===== config.mk =====
export PLATFORM = sky130hd
export DESIGN_NAME = ioread_mux
export DESIGN_NICKNAME = d
export VERILOG_FILES = /design/src/rtl/ioread_mux.sv
export SDC_FILE = /design/constraint.sdc
export NUM_CORES = 1
export LEC_CHECK = 0
export BUFFER_PORTS_ARGS = -buffer_cell sky130_fd_sc_hd__buf_2
export CAP_MARGIN = 40
export CORE_MARGIN = 1.5
export CORE_UTILIZATION = 40
export DETAILED_ROUTE_END_ITERATION = 6
export GPL_TIMING_DRIVEN = 0
export PLACE_DENSITY = 0.6
export SYNTH_ARGS = -nofsm -noshare
export SYNTH_HDL_FRONTEND = slang
export SYNTH_SLANG_ARGS = --single-unit

===== constraint.sdc =====
create_clock -name clk -period 2 [get_ports clk]
set_input_delay 0.1 -clock clk [delete_from_list [all_inputs] [get_ports clk]]
set_output_delay 0.1 -clock clk [all_outputs]
set_load 0.1 [all_outputs]

===== src/rtl/ioread_mux.sv =====
// Multi-channel IO read mux: per-channel synchronizer and debouncer, one-hot
// select read port with sticky change flags and an illegal-select pulse.
module ioread_mux #(
    parameter int DW      = 16,
    parameter int NCH     = 4,
    parameter int DEB_CYC = 4
) (
    input  logic              clk,
    input  logic              reset,
    input  logic              ior,
    input  logic [NCH-1:0]    chsel,
    input  logic [NCH*DW-1:0] io_in,
    output logic [DW-1:0]     ioread_data,
    output logic              rd_valid,
    output logic              sel_err,
    output logic [NCH-1:0]    chg
);

    localparam int CW = (DEB_CYC > 0) ? $clog2(DEB_CYC + 1) : 1;

    logic [DW-1:0]  s1       [NCH];
    logic [DW-1:0]  s2       [NCH];
    logic [DW-1:0]  s2_d     [NCH];
    logic [DW-1:0]  stab     [NCH];
    logic [DW-1:0]  stab_nxt [NCH];
    logic [CW-1:0]  cnt      [NCH];
    logic [CW-1:0]  cnt_nxt  [NCH];
    logic [NCH-1:0] deb_set;
    logic [NCH-1:0] rd_clr;
    logic [NCH-1:0] chg_nxt;
    logic           sel_onehot;
    logic           rd_ok;
    logic           rd_bad;
    logic [DW-1:0]  rd_mux;

    // NOTE: every variable gets a default before any branch so no latch is inferred.
    always_comb begin : debounce
        for (int c = 0; c < NCH; c++) begin
            stab_nxt[c] = stab[c];
            cnt_nxt[c]  = '0;
            deb_set[c]  = 1'b0;
            if (DEB_CYC == 0) begin
                // Bypass: stab follows the value s2 takes at this edge, so a
                // step reaches stab one edge after it enters s1.
                stab_nxt[c] = s1[c];
                deb_set[c]  = (s1[c] != stab[c]);
            end else if ((s2[c] != stab[c]) && (s2[c] == s2_d[c])) begin
                if (int'(cnt[c]) + 1 == DEB_CYC) begin
                    stab_nxt[c] = s2[c];
                    deb_set[c]  = 1'b1;
                end else begin
                    cnt_nxt[c] = cnt[c] + CW'(1);
                end
            end
        end
    end

    always_comb begin : read_path
        sel_onehot = (chsel != '0) && ((chsel & (chsel - NCH'(1))) == '0);
        rd_ok      = ior && sel_onehot;
        rd_bad     = ior && !sel_onehot;
        rd_mux     = '0;
        for (int c = 0; c < NCH; c++) begin
            if (chsel[c]) rd_mux = rd_mux | stab[c];
        end
        rd_clr  = rd_ok ? chsel : '0;
        // NOTE: set is OR-ed after clear so a same-edge debounce update is never lost.
        chg_nxt = (chg & ~rd_clr) | deb_set;
    end

    // NOTE: sequential state uses non-blocking assignments only.
    always_ff @(posedge clk) begin
        if (!reset) begin
            // NOTE: these arrays are plain flops, not RAM, so resetting them in a loop is fine.
            for (int c = 0; c < NCH; c++) begin
                s1[c]   <= '0;
                s2[c]   <= '0;
                s2_d[c] <= '0;
                stab[c] <= '0;
                cnt[c]  <= '0;
            end
            ioread_data <= '0;
            rd_valid    <= 1'b0;
            sel_err     <= 1'b0;
            chg         <= '0;
        end else begin
            for (int c = 0; c < NCH; c++) begin
                s1[c]   <= io_in[c*DW +: DW];
                s2[c]   <= s1[c];
                s2_d[c] <= s2[c];
                stab[c] <= stab_nxt[c];
                cnt[c]  <= cnt_nxt[c];
            end
            if (rd_ok) ioread_data <= rd_mux;
            rd_valid <= rd_ok;
            sel_err  <= rd_bad;
            chg      <= chg_nxt;
        end
    end

endmodule


==> summary.txt <==
Global route
  – GRT Util Overall: 18.4%
  – Vias in the first global route: a little over 7000
  – Total congestion overflow: 0
  – Largest net degree at the start of global routing: 15
  – First-pass GRT wire length: 38300 um
  – Initial antenna violation count: 0

Status
  – Outcome: completed

Clock tree
  – Number of clock sinks: 290
  – Htree depth: 1
  – CTS buffer count: 30
  – CTS tree: done
  – Clock Latency Late Sink: between 0.5 and 0.6 ns
  – Clock Pin Slew Worst Setup and Hold Paths: ~0.060 ns
  – CTS root buffer: clkbuf_16
  – CTS Buffer Depth: 3

Timing
  – Slew HR: 46.3%
  – Slew @ Worst Pin: ~0.80 ns
  – Clk_skew: slightly below 0.008 ns
  – Final Setup Violations: 0
  – Fmax: approximately 0.52 GHz
  – Final min period: between 1.5 and 2 ns
  – RSZ-0062 raised after global routing: false
  – Final Hold Vio Count: 0
  – Period utilization: between 90% and 100%
  – Worst setup margin: approximately 0.092 ns
  – Final Max Tran Viols: 0

Setup path
  – Buf/Inv on CP: 2
  – WP data required: 2.46 ns
  – Slowest CP cell: dfxtp_1
  – Delay-heaviest family, CP: simple AND/OR/NAND/NOR gates
  – Worst Setup Start Kind: register
  – Largest stage delay, worst path: between 0.3 and 0.4 ns
  – Path length in cells of the critical path: 7
  – Worst r2r src: stab[0][0]
  – Capture point of the critical path: stab[0][12]
  – Worst path cell trace: xor2_1, nor4_2, nand4_1, nand4b_1, buf_6, buf_12, mux2i_1
  – Worst Path Max Fanout: 10
  – Crit Path Category: register to register
  – CP Data Arrival Time: approximately 2.4 ns
  – CP Capture Type: register
  – R2R depth: 7
  – Crit path from: stab[0][0]
  – Reg2reg end: stab[0][12]
  – Reg2reg setup slack: a little over 0.09 ns

Layout
  – Final Util: 50.5%
  – Nets: between 1000 and 1500
  – Final instance area: approximately 13000 um^2
  – Final non-filler cell total: 1554
  – Area delta synth->final: 24.3%
  – # fillers: between 2000 and 2500
  – Share of cells above drive strength 1: a little over an eighth
  – Ant. Diodes: 0

Yosys
  – Post-synth EDFFs: 0
  – Post-Syn Instances: about 1000
  – Post-Syn Nets: about 1100
  – Synthesized cell area: 10500 um^2
  – Main synth FF type: dfxtp_1
  – Seq cells post-synth: 290
  – Most common cell in the synthesized netlist: dfxtp_1
  – Async SR Flop Fraction: 0%
  – Synth cell types: 30
  – Syn_area_per_cell: between 10 and 15 um^2
  – Sequential cell area fraction in the yosys report: a little under three fifths
  – Synth top area share: a little under three fifths
  – Yosys top cell by area: dfxtp_1
  – Synth Warn #: 0
  – Top cells by area, synth: dfxtp_1, and2_1, mux2i_1
  – Commonest cells in the netlist: dfxtp_1, nand2_1, and2_1

Die
  – Die Height: ~170 um
  – Number of core rows: roughly 60
  – # IOs: between 90 and 100
  – Starting Density: between 40% and 50%
  – Core Area: ~26000 um^2
  – Width of the die: approximately 170 um
  – Die area: ~27000 um^2

Placed design
  – Post-placement cell area: between 10000 and 15000 um^2
  – Final HPWL DP: 18000 um
  – RePlAce Congestion: roughly 0.85
  – Placed cells: 1438
  – Pre-CTS WS: around 0.012 ns
  – IO buf count: approximately 90

Pwr
  – Pleak: approximately 0.0064 uW
  – Sw Share: 22.3%
  – Total power divided by cell area: between 900 and 1000 nW/um^2
  – Sequential share of power: approximately 49%
  – Clk network pwr share: a little over two fifths
  – Pint: between 9000 and 10000 uW
  – P_sw: 2770 uW
  – Max VDD drop: about 570 uV
  – Comb power frac: around 7.3%

Drt
  – Vias/cell: about 4.6
  – Iter 0 DRT Violations: ~330
  – Vias: 7200
  – DRC viols: 0
  – ANT nets after route: 0
  – Drt first pass iters: 5
  – DRT Wirelength: between 20000 and 25000 um
  – DR WL/cell: ~16 um

Min path
  – Hold Path Class: input pin to register

Flow run
  – Number of max-cap violations: 0
## through the flow
stage / power (uW) / setup TNS (ns) / hold WS [ns]
after global routing: 12900 / 0 / 0.0437
final: 12400 / 0 / 0.0235
after detailed placement: 7000 / 0 / 0.309
after global placement: 7000 / -0.0346 / 0.306
after CTS: 12600 / 0 / 0.00702
after floorplan: 6740 / 0 / 0.227
## placed cells by master, fill, tap and decap left out, types with 8 or more instances in the layout
cell type / synthesis / layout
a22oi_1: 32 / 32
and2_1: 129 / 129
buf_2: 5 / 96
clkbuf_1: 37 / 46
clkbuf_16: 0 / 31
dfxtp_1: 290 / 289
dlygate4sd3_1: 0 / 65
inv_1: 72 / 72
mux2i_1: 64 / 63
nand2_1: 130 / 130
nand3_1: 22 / 22
nand4_1: 20 / 20
nor2_1: 8 / 8
nor4_2: 0 / 9
o211a_1: 16 / 16
xnor2_1: 65 / 65
xor2_1: 64 / 64
## final cells by class
type / count / area (um^2) / share of cell area, %
sequential: 290 / 5810 / 44.3
multi-input combinational: 598 / 4230 / 32.2
timing repair buffer: 157 / 1110 / 8.49
clock buffer: 47 / 906 / 6.91
tap: 335 / 419 / 3.20
buffer: 52 / 304 / 2.32
inverter: 72 / 270 / 2.06
clock inverter: 3 / 65.1 / 0.496
## how the worst min path moves through the flow
| stage | from | endpoint | slack, ns | depth (start not counted) |
|---|---|---|---|---|
| floorplan | io_in[0] | s1[0][0] | 0.23 | 1 |
| global placement | io_in[3] | s1[0][3] | 0.31 | 2 |
| detailed placement | io_in[59] | s1[3][11] | 0.31 | 2 |
| CTS | chsel[1] | chg[0] | 0.007 | 5 |
| global route | chsel[3] | chg[0] | 0.04 | 5 |
| finish | chsel[1] | chg[0] | 0.02 | 5 |
## sequential cells by signal (all words and copies together), names as in the netlist
signal / count
chg: 4
cnt: 12
ioread_data: 16
rd_valid: 1
s1: 64
s2: 64
s2_d: 64
sel_err: 1
stab: 64
## metal layers
| layer | vias to the layer above | global-route usage, % | wire (um) |
|---|---|---|---|
| met1 | 3386 | 23.2 | 10700 |
| met2 | 135 | 32.8 | 12200 |
| met3 | 30 | 3.05 | 1250 |
| met5 | - | 0 | 0 |
| li1 | 3649 | - | - |
| met4 | 0 | 4.14 | 331 |
## tightest hold or removal path, delay by kind of cell
family / cells / cell delay [ns]
simple gates: 3 / 0.20
compound gates: 1 / 0.14
buf+inv: 1 / 0.09
## what timing repair did
item / CTS / global route
endpoints found under the setup margin: 0 / 36
buffers inserted: 0 / 1
resized for setup: 0 / 11
hold endpoints to repair: 67 / 0
hold buffers: 65 / 0
## cells by family (layout without fill, tap and decap cells)
logic type	count (synthesis)	in the layout	synth area share, %
fa+ha+maj	4	4	0.475
buf+inv	124	331	5.45
simple gates	342	342	17.5
xor+xnor	129	129	10.7
compound gates	59	59	4.69
mux	64	64	6.07
flops	290	290	55.1
## power by group through the flow
| stage | registers, uW | clock network [uW] | logic [uW] |
|---|---|---|---|
| floorplan | 6320 | 0 | 417 |
| finish | 6070 | 5450 | 912 |
| global route | 6090 | 5820 | 995 |
| CTS | 6070 | 5580 | 906 |
| detailed placement | 6200 | 0 | 806 |
| global placement | 6200 | 0 | 802 |
Power figures use the tool's default switching activity.
